<file path="src/rtl/multdiv_sequencer.sv">
// Execute-stage sequencer for the shared multicycle multiplier/divider:
// issues the start pulse, stalls the front end and registers the outcome.
module multdiv_sequencer #(
  parameter int WIDTH       = 32,
  parameter int MULT_CYCLES = 32,
  parameter int DIV_CYCLES  = 32
) (
  input  logic             clock,
  input  logic             reset,
  input  logic             ex_valid,
  input  logic [4:0]       ALU_opcode,
  input  logic             flush,
  input  logic             md_rdy,
  input  logic             md_exception,
  input  logic [WIDTH-1:0] md_result,
  output logic             ctrl_mult,
  output logic             ctrl_div,
  output logic             stall,
  output logic             busy,
  output logic [WIDTH-1:0] result,
  output logic             result_valid,
  output logic             exc_out
);

  localparam int MAX_CYCLES = (MULT_CYCLES > DIV_CYCLES) ? MULT_CYCLES : DIV_CYCLES;
  localparam int CNT_W      = $clog2(MAX_CYCLES) + 1;

  localparam logic [4:0]       OP_MULT   = 5'b00110;
  localparam logic [4:0]       OP_DIV    = 5'b00111;
  localparam logic [CNT_W-1:0] MULT_LOAD = CNT_W'(MULT_CYCLES);
  localparam logic [CNT_W-1:0] DIV_LOAD  = CNT_W'(DIV_CYCLES);
  localparam logic [CNT_W-1:0] CNT_ONE   = CNT_W'(1);

  typedef enum logic [1:0] {
    IDLE = 2'd0,
    RUN  = 2'd1,
    DONE = 2'd2
  } state_t;

  state_t           state, state_nxt;
  logic [CNT_W-1:0] count, count_nxt;
  logic [WIDTH-1:0] result_nxt;
  logic             exc_nxt;
  logic             is_mult, is_div, start;

  assign is_mult = ex_valid & ~flush & (ALU_opcode == OP_MULT);
  assign is_div  = ex_valid & ~flush & (ALU_opcode == OP_DIV);
  assign start   = is_mult | is_div;
  assign busy    = (state != IDLE);

  always_comb begin
    state_nxt    = state;
    count_nxt    = count;
    result_nxt   = result;
    exc_nxt      = exc_out;
    ctrl_mult    = 1'b0;
    ctrl_div     = 1'b0;
    stall        = 1'b0;
    result_valid = 1'b0;
    case (state)
      IDLE: begin
        if (start) begin
          ctrl_mult = is_mult;
          ctrl_div  = is_div;
          stall     = 1'b1;
          count_nxt = is_mult ? MULT_LOAD : DIV_LOAD;
          state_nxt = RUN;
        end
      end
      RUN: begin
        stall = 1'b1;
        if (flush) begin
          state_nxt = IDLE;
        end else if (md_rdy) begin
          result_nxt = md_result;
          exc_nxt    = md_exception;
          state_nxt  = DONE;
        end else if (count == CNT_ONE) begin
          // Budget exhausted: report as an exception with a zero result.
          result_nxt = '0;
          exc_nxt    = 1'b1;
          state_nxt  = DONE;
        end else begin
          count_nxt = count - CNT_ONE;
        end
      end
      DONE: begin
        result_valid = ~flush;
        state_nxt    = IDLE;
      end
      default: state_nxt = IDLE;
    endcase
    // Control strobes must stay quiet while reset is being applied.
    if (!reset) begin
      ctrl_mult    = 1'b0;
      ctrl_div     = 1'b0;
      stall        = 1'b0;
      result_valid = 1'b0;
    end
  end

  always_ff @(posedge clock) begin
    if (!reset) begin
      state   <= IDLE;
      count   <= '0;
      result  <= '0;
      exc_out <= 1'b0;
    end else begin
      state   <= state_nxt;
      count   <= count_nxt;
      result  <= result_nxt;
      exc_out <= exc_nxt;
    end
  end

endmodule

</file>
<file path="config.mk">
export PLATFORM = sky130hd
export DESIGN_NAME = multdiv_sequencer
export DESIGN_NICKNAME = d
export VERILOG_FILES = /design/src/rtl/multdiv_sequencer.sv
export SDC_FILE = /design/constraint.sdc
export NUM_CORES = 1
export LEC_CHECK = 0
export BUFFER_PORTS_ARGS = -buffer_cell sky130_fd_sc_hd__buf_2
export CORE_AREA = 5 5 62 69
export DETAILED_ROUTE_END_ITERATION = 8
export DIE_AREA = 0 0 67 74
export PLACE_DENSITY = 0.83
export SLEW_MARGIN = 20
export SYNTH_ARGS = -nofsm -noshare
export SYNTH_HDL_FRONTEND = slang
export SYNTH_SLANG_ARGS = --single-unit
</file>
<file path="constraint.sdc">
create_clock -name clock -period 3.7 [get_ports clock]
set_input_delay 0.37 -clock clock [delete_from_list [all_inputs] [get_ports clock]]
set_output_delay 0.37 -clock clock [all_outputs]
set_load 0.01 [all_outputs]
</file>
Word-level counts from Yosys, hierarchy flattened
Index checks and enable logic that the tools add are counted.

Add/subtract/negate cells: 1. Eq/ne operators: 10. Multiplexer cells: 25. Bitwise logic cells: 5. Reductions and logical operators: 7.

Operator list (count): 32-bit two-way mux (2); 6-bit two-way mux (4); 1-bit two-way mux (12); 6-bit one-hot mux with 2 select lines (1); 5-bit by 3-bit == test with 1-bit output (second input constant) (2); 2-bit two-way mux (4); 2-bit inequality test (second input constant) (4); 6-bit by 1-bit == test with 1-bit output (second input constant) (1); 2-bit nonzero test (3); 6-bit by 1-bit subtractor with 6-bit output (second input constant) (1); 5-bit AND reduction (1); 4-bit inequality test (second input constant) (1); 2-bit one-hot mux with 2 select lines (1); 1-bit AND (3); 3-bit AND reduction (1); 2-bit by 1-bit == test with 1-bit output (second input constant) (1); 2-bit == test (second input constant) (1); 2-bit zero test (1); 1-bit one-hot mux with 2 select lines (1); 2-bit AND reduction (1); 1-bit NOT (1); 1-bit bitwise OR (1).

Flip-flop bits (word level): 41. Bits of input ports: 43. Output and inout port bits: 38. Word-level logic and storage cells: 52.

Depth between registers and ports, before layout
Gate-level depths: netlist of run 1.

Depth after elaboration: 7. Depth in mapped cells: 7. Mapped depth without buffers: 6.

Worst setup path after synthesis of run 1
No wires, ideal clock.

Path kind: input to output. Start point: input port reset. End point: output port result_valid. Arrival time: 1.277 ns. Required time: 3.330 ns. Setup slack: 2.053 ns. Cell stages on the path: 3. Path buffers: 1. Cells stage by stage: buf_2 -> clkinv_1 -> nor4b_1.

Cells in the longest elaborated chain, start to end: 1.

Ends and longest elaborated chain: start, declared (RTL line 9) `input logic reset,`; 1-bit two-way mux (RTL line 94) `if (!reset) begin`; end, declared (RTL line 21) `output logic result_valid,`.

No other way between the ends.

Worst setup path in the final report of run 1
Start point: register count[1]. End point: register result[29].

Cells in the longest elaborated chain, start to end: 3.

Ends and longest elaborated chain: start, declared (RTL line 41) `logic [CNT_W-1:0] count, count_nxt;`; start signal, assigned (RTL line 110) `count <= count_nxt;`; 6-bit by 1-bit == test with 1-bit output (RTL line 78) `end else if (count == CNT_ONE) begin`; 2-bit nonzero test (no source line); 3-bit AND reduction (no source line); end signal, assigned (RTL line 111) `result <= result_nxt;`; end, declared (RTL line 20) `output logic [WIDTH-1:0] result,`.

No other way between the ends. A chain may end at the register's enable or synchronous reset.

==> impl_results.md, run 1 <==
- Number of global-route vias before repair: 1337
- CTS tree: yes
- IO buf count: 80
- Yosys reg bits: 41
- DR WL/cell: 14.0 um
- Fin util: 58.9%
- Pwr/cell area: 365 mW/mm^2
- Unrepaired setup endpoints after global routing: false
- Clk root buf: clkbuf_8
- GRT Residual Overflow: 0
- Fin cells: 271
- Pre-Repair DR Iteration Count: 4
- Filler Cell Count: 327
- Vias: 1419
- Post-synthesis compound-gate area fraction: 27.9%
- Total Die Area: 0.00496 sq mm
- H-Tree Level Count: 2
- CTS Hold Buffers Added: 0
- Crit start category: flip-flop
- DPL Wire Length: 2860 um
- Worst path required time: 3.93 ns
- Syn_nets: 188
- Multi-input logic area: 692 sq um
- Worst rel slew slack: 47.8%
- Syn. warnings: 0
- Antenna violations before repair: 0
- R2r worst-path depth: 6
- Clock sink total: 41
- Antenna-violating nets left: 0
- GPL Wtd Cong: 0.811
- Post-Syn Area: 0.00161 sq mm
- Met2 WL: 1840 um
- Initial DRC count: 76
- Sequential cell area: 821 sq um
- Largest net degree at the start of global routing: 33
- Die W: 67 um
- Number of enable flip-flop cells after synthesis: 0
- Final Critical Period: 1.91 ns
- Cell Rows: 23
- IO Count: 81
- Area of the core: 0.00354 sq mm
- Setup TNS: 0 ns
- Gr usage total: 15.0%
- Crit end category: flip-flop
- Clock buffer depth: 2
- Critical-path maximum fanout: 32
- Ys flop type: dfxtp_1
- Tightest Hold Check Type: input port to flip-flop
- Skew-Pair Late Insertion Delay: 0.29 ns
- First-pass GRT wire length: 5780 um
- Adder-cell share of the synthesized area: 1.55%
- Synth Area in Simple Gates: 13.4%
- Slew Limit Fails: 0
- Post-Route WL: 3790 um
- Place WS: 1.66 ns
- DRC violations left: 0
- Wl on met1: 1530 um
- Ant. Diodes: 0
- Peak VDD IR: 0.178 mV
- Top cells by area, synth: dfxtp_1, a22o_1, o21bai_4
- Asr flop ratio synth: 0%
- Synth Area in XOR/XNOR: 0%
- Clock transition at path regs: 0.08 ns
- Largest family of logic cells by synthesized area: compound AO/OA/AOI/OAI gates
- Final setup violation count: 0
- Clock Skew: 0.00652 ns
- CP Class: flip-flop to flip-flop
- Yosys top cell by area: dfxtp_1
- Die H: 74 um
- Register area share after synthesis: 51.0%
- Top routing layer in use: met4
- Post-DP Area: 0.00200 sq mm
- Outcome: complete, no violations
- Synth top area share: 51.0%
- Share of cells above drive strength 1: 44.3%
- Starting density of the core: 45.5%
- Layout area overhead: 29.4%
- Fmax: 524 MHz
- Setup bufs post-CTS: 0
- CP Data Arrival Time: 2.14 ns
- Final instance area: 0.00208 sq mm
- Post-CTS Resized: 0
- DR WL met3: 366 um
- Hold Violations, Final: 0
- Worst Slack Setup Final: 1.79 ns
- Mux contribution to synthesized area: 0%
- Syn Area/Cell: 11.3 sq um
- Distinct cells, synth: 37
- Cell count after synthesis: 143
- P_leak: 0.000990 uW
- Final period util: 51.6%
- Tightest Pin Transition: 0.781 ns
- Hold path cells: 2
- Max-cap violations: 0
- Placed insts: 263
- Nets: 265
- Vias/cell: 5.24
- CTS Buf Count: 5
through the flow:
stage	power [uW]	hold WS, ns
2_1_floorplan	471	0.472
3_3_place_gp	495	0.455
6_report	760	0.289
3_5_place_dp	495	0.460
4_1_cts	772	0.277
5_1_grt	797	0.275
cells in the final DEF, fill, tap and decap left out, types with 2 or more instances in the layout:
cell      count
o21bai_4      2
clkinv_2      2
o31ai_2       2
dfxtp_1      41
buf_2        80
nand2_1       3
a21oi_1       4
nand3_1       4
nor2_1        7
a22o_1       32
nand2b_1      3
inv_1         5
nor3_1        4
ha_1          2
nand4_1       2
nor3b_1       2
clkbuf_8      5
power by group:
part           total (uW)  internal [uW]  switching [uW]
clock network         276            130             146
logic                41.9           20.5            21.3
registers             442            442           0.713
total                 760            592             168
routing by layer:
layer	up-vias	track usage, %
met4	0	6.76
met1	663	16.5
met5	-	0
met2	57	26.3
li1	694	-
met3	5	4.83
Yosys cell counts (2+ instances only):
cell type / number
a21oi_1: 4
a22o_1: 32
and3_1: 2
buf_2: 3
buf_4: 3
buf_6: 3
dfxtp_1: 41
ha_1: 2
inv_1: 5
nand2_1: 3
nand2b_1: 3
nand3_1: 4
nand4_1: 2
nor2_1: 7
nor3_1: 4
nor3b_1: 2
o21bai_4: 2
o31ai_2: 2
cell type report:
class | instances | area share (%)
sequential | 41 | 39.4
clock inverter | 3 | 0.840
inverter | 6 | 1.08
tap | 50 | 3.00
clock buffer | 5 | 3.30
multi-input combinational | 86 | 33.2
timing repair buffer | 80 | 19.2
sequential cells by signal, indices dropped and copies added (netlist names):
register	cells
count	6
state	2
result	32
exc_out	1
logic make-up after synthesis:
kind of cell,after synthesis
AOI/OAI and AO/OA,49
adders and majority gates,2
buffers and inverters,16
DFF,41
and+or+nand+nor,35
critical path, stage by stage, from the launching register on:
cell and delay, ns:
dfxtp_1 0.35, inv_1 0.09, ha_1 0.18, nand2b_1 0.21, o21bai_4 0.11, a21oi_4 0.64
a22o_1 0.25
worst paths after layout:
check	from	end	slack (ns)
max	count[1]	result[29]	1.79
min reg2reg	result[13]	result[13]	0.48
max reg2reg	count[1]	result[29]	1.79
min	md_result[13]	result[13]	0.29
Note: power is estimated with default switching activity, not from simulation.
==> inputs of run 2 (changes only) <==
Settings changed: CORE_AREA 5 5 62 69 to 5 5 64 71, DIE_AREA 0 0 67 74 to 0 0 69 76, PLACE_DENSITY 0.83 to 0.79.
Clock period 3.7 ns to 1.8 ns, I/O delays scaled along.
==> impl_results.md, run 2 (synthesized netlist as in run 1, its figures left out) <==
- Outcome: complete, no violations
- Max FFs per register: 32 (unchanged)
- CP Buf/Inv Count: 2 (+1)
- Crit start category: flip-flop
- Antenna violations before repair: 0 (unchanged)
- DPL Wire Length: 2880 um (+0.93%)
- Critical path's top delay family: compound AO/OA/AOI/OAI gates
- Die H: 76 um (+2.7%)
- Tightest Hold Check Type: input port to flip-flop
- DR WL/cell: 14.4 um (+3.0%)
- Clock buffer depth: 2 (unchanged)
- Number of global-route vias before repair: 1438 (+7.6%)
- Total Die Area: 0.00524 sq mm (+5.8%)
- Fin cells: 281 (+3.7%)
- DRC violations left: 0 (unchanged)
- Most frequent cells in the layout: buf_2, dfxtp_1, a22o_1, nor2_1
- P_leak: 0.00105 uW (+5.6%)
- Fmax: 587 MHz (+12%)
- H-Tree Level Count: 2 (unchanged)
- Vias/cell: 5.21 (-0.50%)
- CP max stage delay: 0.32 ns (-0.32 ns)
- Final setup violation count: 0 (unchanged)
- Sequential power share: 51.4% (-6.8 points)
- Ant. Diodes: 0 (unchanged)
- Post-Route WL: 4050 um (+6.8%)
- Worst-path cell chain: inv_1, ha_1, nand2b_1, buf_4, o21a_1, o21bai_4, a311oi_2
- Combinational share of power: 5.4% (about the same)
- Max-cap violations: 0 (unchanged)
- Pint: 1410 uW (+140%)
- Nets: 273 (+3.0%)
- Net Sw Power: 364 uW (+120%)
- Pre-Repair DR Iteration Count: 4 (unchanged)
- Clock Skew: 0.00708 ns (+0.000557 ns)
- IO buf count: 80 (unchanged)
- Top Registers: result: 32 flops, count: 6 flops, state: 2 flops
- Sw Ratio: 20.6% (-1.6 points)
- Starting density of the core: 41.9% (-3.6 points)
- GRT Residual Overflow: 0 (unchanged)
- Die W: 69 um (+3.0%)
- Peak VDD IR: 0.308 mV (+73%)
- Unrepaired setup endpoints after global routing: false
- Clock sink total: 41 (unchanged)
- Critical-path maximum fanout: 5 (-84%)
- Final period util: 94.6% (+43 points)
- Initial DRC count: 124 (+63%)
- Register with the most flip-flops: result
- Pwr/cell area: 804 mW/mm^2 (+120%)
- Placed insts: 272 (+3.4%)
- CP max-delay cell: dfxtp_1
- Crit end category: flip-flop
- CP Class: flip-flop to flip-flop
- CTS tree: yes
- IO Count: 81 (unchanged)
- Slew Limit Fails: 0 (unchanged)
- First-pass GRT wire length: 6820 um (+18%)
- Cell Rows: 24 (+4.3%)
- Hold Violations, Final: 0 (unchanged)
- Worst rel slew slack: 68.5% (+21 points)
- Commonest non-fill, non-tap cell in the layout: buf_2
- Largest net degree at the start of global routing: 33 (unchanged)
- Gr usage total: 15.8% (+0.72 points)
- GPL Wtd Cong: 0.789 (-2.7%)
- Clock Power Share: 43.2% (+6.9 points)
- Skew-Pair Late Insertion Delay: 0.29 ns (about the same)
- Area of the core: 0.00384 sq mm (+8.6%)
- Layout area overhead: 36.7%
- Tightest Pin Transition: 0.472 ns (-0.310 ns)
- Setup bufs post-CTS: 0 (unchanged)
- Worst path required time: 1.98 ns (-1.95 ns)
- Clock transition at path regs: 0.08 ns (about the same)
- Vias: 1464 (+3.2%)
- Share of cells above drive strength 1: 45.9% (+1.5 points)
- Clk root buf: clkbuf_8
- Antenna-violating nets left: 0 (unchanged)
- CP Data Arrival Time: 1.88 ns (-0.26 ns)
- CTS Buf Count: 5 (unchanged)
- Fin util: 57.3% (-1.6 points)
- Final Critical Period: 1.70 ns (-0.206 ns)
-- run 2: cell count changes in the layout (fill, tap and decap cells not counted) --
| cell | delta |
|---|---|
| a21oi_4 | +1 |
| clkinv_2 | -2 |
| bufinv_16 | +1 |
| buf_4 | +6 |
| and3_1 | +1 |
| clkbuf_8 | +1 |
| and3_2 | -1 |
| buf_12 | +1 |
-- run 2: worst paths after layout --
path,start,endpoint,slack (ns),cells past startpoint
setup / recovery,count[1],count[2],0.1,7
hold / removal,md_result[18],result[18],0.1,2
setup reg to reg,count[1],count[2],0.1,7
hold reg to reg,result[25],result[25],0.48,1
-- run 2: metrics by stage --
stage               hold slack [ns]  setup slack, ns  power, uW  instance area [sq um]  setup TNS (ns)
floorplan                     0.290            0.297        968                   1610               0
global placement              0.391           0.0518       1020                   2060               0
detailed placement            0.395          -0.0152       1020                   2060         -0.0793
CTS                          0.0851            0.107       1790                   2200               0
global route                 0.0899           0.0175       1840                   2200               0
finish                       0.0962           0.0972       1770                   2200               0
-- run 2: worst register-to-register path, stage by stage (launching register included) --
cell and delay [ns]:
dfxtp_1 0.32, inv_1 0.12, ha_1 0.16, nand2b_1 0.10, buf_4 0.17, o21a_1 0.20, o21bai_4 0.21, a311oi_2 0.31
-- run 2: per-layer routing --
| metal | global-route usage, % | wire length, um |
|---|---|---|
| met1 | 18.4 | 1700 |
| met2 | 24.7 | 1850 |
| met3 | 6.20 | 413 |
| met4 | 8.20 | 80 |
| met5 | 0 | 0 |
-- run 2: repair_timing --
item	4_1_cts	5_1_grt
resized for setup	1	0
endpoints found under the setup margin	32	0
hold buffers	0	0
-- run 2: layout make-up --
type                            instances  area, sq um
Timing Repair Buffer                   87          465
Clock inverter                          2         37.5
Multi-Input combinational cell         87          707
Fill cell                             346         1640
Tap cell                               52         65.1
Inverter                                6         22.5
Sequential cell                        41          821
Clock buffer                            6         82.6
-- run 2: power by group through the flow --
stage / combinational, uW / sequential (uW) / clock (uW)
after global placement: 90.7 / 931 / 0
final: 95.5 / 909 / 764
after floorplan: 37.1 / 931 / 0
after CTS: 96.8 / 909 / 782
after detailed placement: 91.2 / 931 / 0
after global routing: 107 / 909 / 820
==> inputs of run 3 (changes only) <==
Settings changed: SETUP_SLACK_MARGIN from default to 0.1.
==> impl_results.md, run 3 (synthesized netlist as in run 1, its figures left out) <==
- Outcome: complete, no violations
- Vias: 1467 (+0.20%)
- Antenna-violating nets left: 0 (unchanged)
- DRC violations left: 0 (unchanged)
- CTS tree: yes
- Final Critical Period: 1.67 ns (-0.0284 ns)
- CP Data Arrival Time: 1.85 ns (-0.03 ns)
- Vias/cell: 5.18 (-0.50%)
- Area of the core: 0.00384 sq mm (unchanged)
- Largest net degree at the start of global routing: 33 (unchanged)
- Final setup violation count: 0 (unchanged)
- Layout area overhead: 38.8%
- H-Tree Level Count: 2 (unchanged)
- Placed insts: 272 (unchanged)
- Gr usage total: 15.8% (unchanged)
- Slew Limit Fails: 0 (unchanged)
- Skew-Pair Late Insertion Delay: 0.29 ns (about the same)
- Commonest non-fill, non-tap cell in the layout: buf_2
- CTS Hold Buffers Added: 0 (unchanged)
- Fin cells: 283 (+0.71%)
- Clk root buf: clkbuf_8
- Place WS: -0.0152 ns (unchanged)
- P_leak: 0.00106 uW (+1.6%)
- Pwr Total: 1770 uW (+0.29%)
- Tightest Pin Transition: 0.457 ns (-0.0148 ns)
- Critical-path maximum fanout: 6 (+1)
- Max FFs per register: 32 (unchanged)
- GRT Residual Overflow: 0 (unchanged)
- Die H: 76 um (unchanged)
- Hold path cells: 2 (unchanged)
- IO Count: 81 (unchanged)
- GPL Wtd Cong: 0.789 (unchanged)
- Hold Violations, Final: 0 (unchanged)
- Fmax: 597 MHz (+1.7%)
- Crit start category: flip-flop
- First-pass GRT wire length: 6820 um (unchanged)
- R2r worst-path depth: 4 (-3)
- Final instance area: 0.00224 sq mm (+1.6%)
- Worst Slack Setup Final: 0.126 ns (+0.0284 ns)
- Clock buffer depth: 2 (unchanged)
- Clock sink total: 41 (unchanged)
- Starting density of the core: 41.9% (unchanged)
- Post-Route WL: 4060 um (+0.37%)
- Cell Rows: 24 (unchanged)
- Ant. Diodes: 0 (unchanged)
- Register with the most flip-flops: result
- Worst path required time: 1.98 ns (about the same)
- DPL Wire Length: 2880 um (unchanged)
- Pwr/cell area: 794 mW/mm^2 (-1.3%)
- Final period util: 93.0% (-1.6 points)
- Worst rel slew slack: 69.5% (+0.99 points)
- Share of cells above drive strength 1: 47.2% (+1.3 points)
- Nets: 275 (+0.73%)
- Number of global-route vias before repair: 1438 (unchanged)
- Clock transition at path regs: 0.08 ns (about the same)
- Antenna violations before repair: 0 (unchanged)
- Top Registers: result: 32 flops, count: 6 flops, state: 2 flops
- Tightest Hold Check Type: input port to flip-flop
- CP Class: flip-flop to flip-flop
- Total Die Area: 0.00524 sq mm (unchanged)
- DR WL/cell: 14.3 um (-0.34%)
- IO buf count: 80 (unchanged)
- Initial DRC count: 100 (-19%)
- Crit end category: flip-flop
- Peak VDD IR: 0.308 mV (about the same)
- Max-cap violations: 0 (unchanged)
- Unrepaired setup endpoints after global routing: false
- Most frequent cells in the layout: buf_2, dfxtp_1, a22o_1, nor2_1, buf_4
- Pre-Repair DR Iteration Count: 4 (unchanged)
- CTS Buf Count: 5 (unchanged)
- Post-DP Area: 0.00206 sq mm (unchanged)
- Clock Skew: 0.00846 ns (+0.00138 ns)
- Die W: 69 um (unchanged)
==> run 3: power by group <==
part / total, uW / internal, uW / switching, uW / leakage [uW]
Clock: 764 / 451 / 313 / 0.0000574
Combinational: 101 / 51.4 / 49.5 / 0.000675
Sequential: 909 / 908 / 1.28 / 0.000330
Total: 1770 / 1410 / 364 / 0.00106
==> run 3: critical path, stage by stage (launching register included) <==
cell      delay (ns)
dfxtp_1         0.38
or3_4           0.45
o21a_4          0.24
o21bai_4        0.18
a311oi_2        0.33
==> run 3: cell type report <==
type	instances	area (sq um)
Clock buffer	6	82.6
Sequential cell	41	821
Multi-Input combinational cell	87	714
Timing Repair Buffer	89	493
Inverter	6	22.5
Tap cell	52	65.1
Clock inverter	2	37.5
Fill cell	343	1610
==> run 3: per-layer routing <==
metal | track usage (%) | up-vias | share of wire, %
li1 | - | 716 | -
met2 | 24.7 | 75 | 47
met1 | 18.4 | 668 | 41
met3 | 6.20 | 8 | 9.5
met5 | 0 | - | 0
met4 | 8.20 | 0 | 2.0
==> run 3: per-stage QoR <==
step                util [%]  hold WS (ns)  setup TNS, ns
finish                  58.2        0.0946              0
global route            58.2        0.0898              0
CTS                     57.3        0.0851              0
detailed placement      53.7         0.395        -0.0793
global placement        53.7         0.391              0
floorplan                  -         0.290              0
==> run 3: worst paths after layout <==
check | slack (ns) | from | end
max | 0.13 | count[2] | count[2]
min | 0.09 | md_result[16] | result[16]
max reg2reg | 0.13 | count[2] | count[2]
min reg2reg | 0.48 | result[0] | result[0]
==> run 3: repair_timing <==
item / 4_1_cts / 5_1_grt
pin swaps: 1 / 3
gates resized for setup: 1 / 2
setup buffers: 0 / 2
endpoints found under the setup margin: 32 / 11
gates cloned: 1 / 0
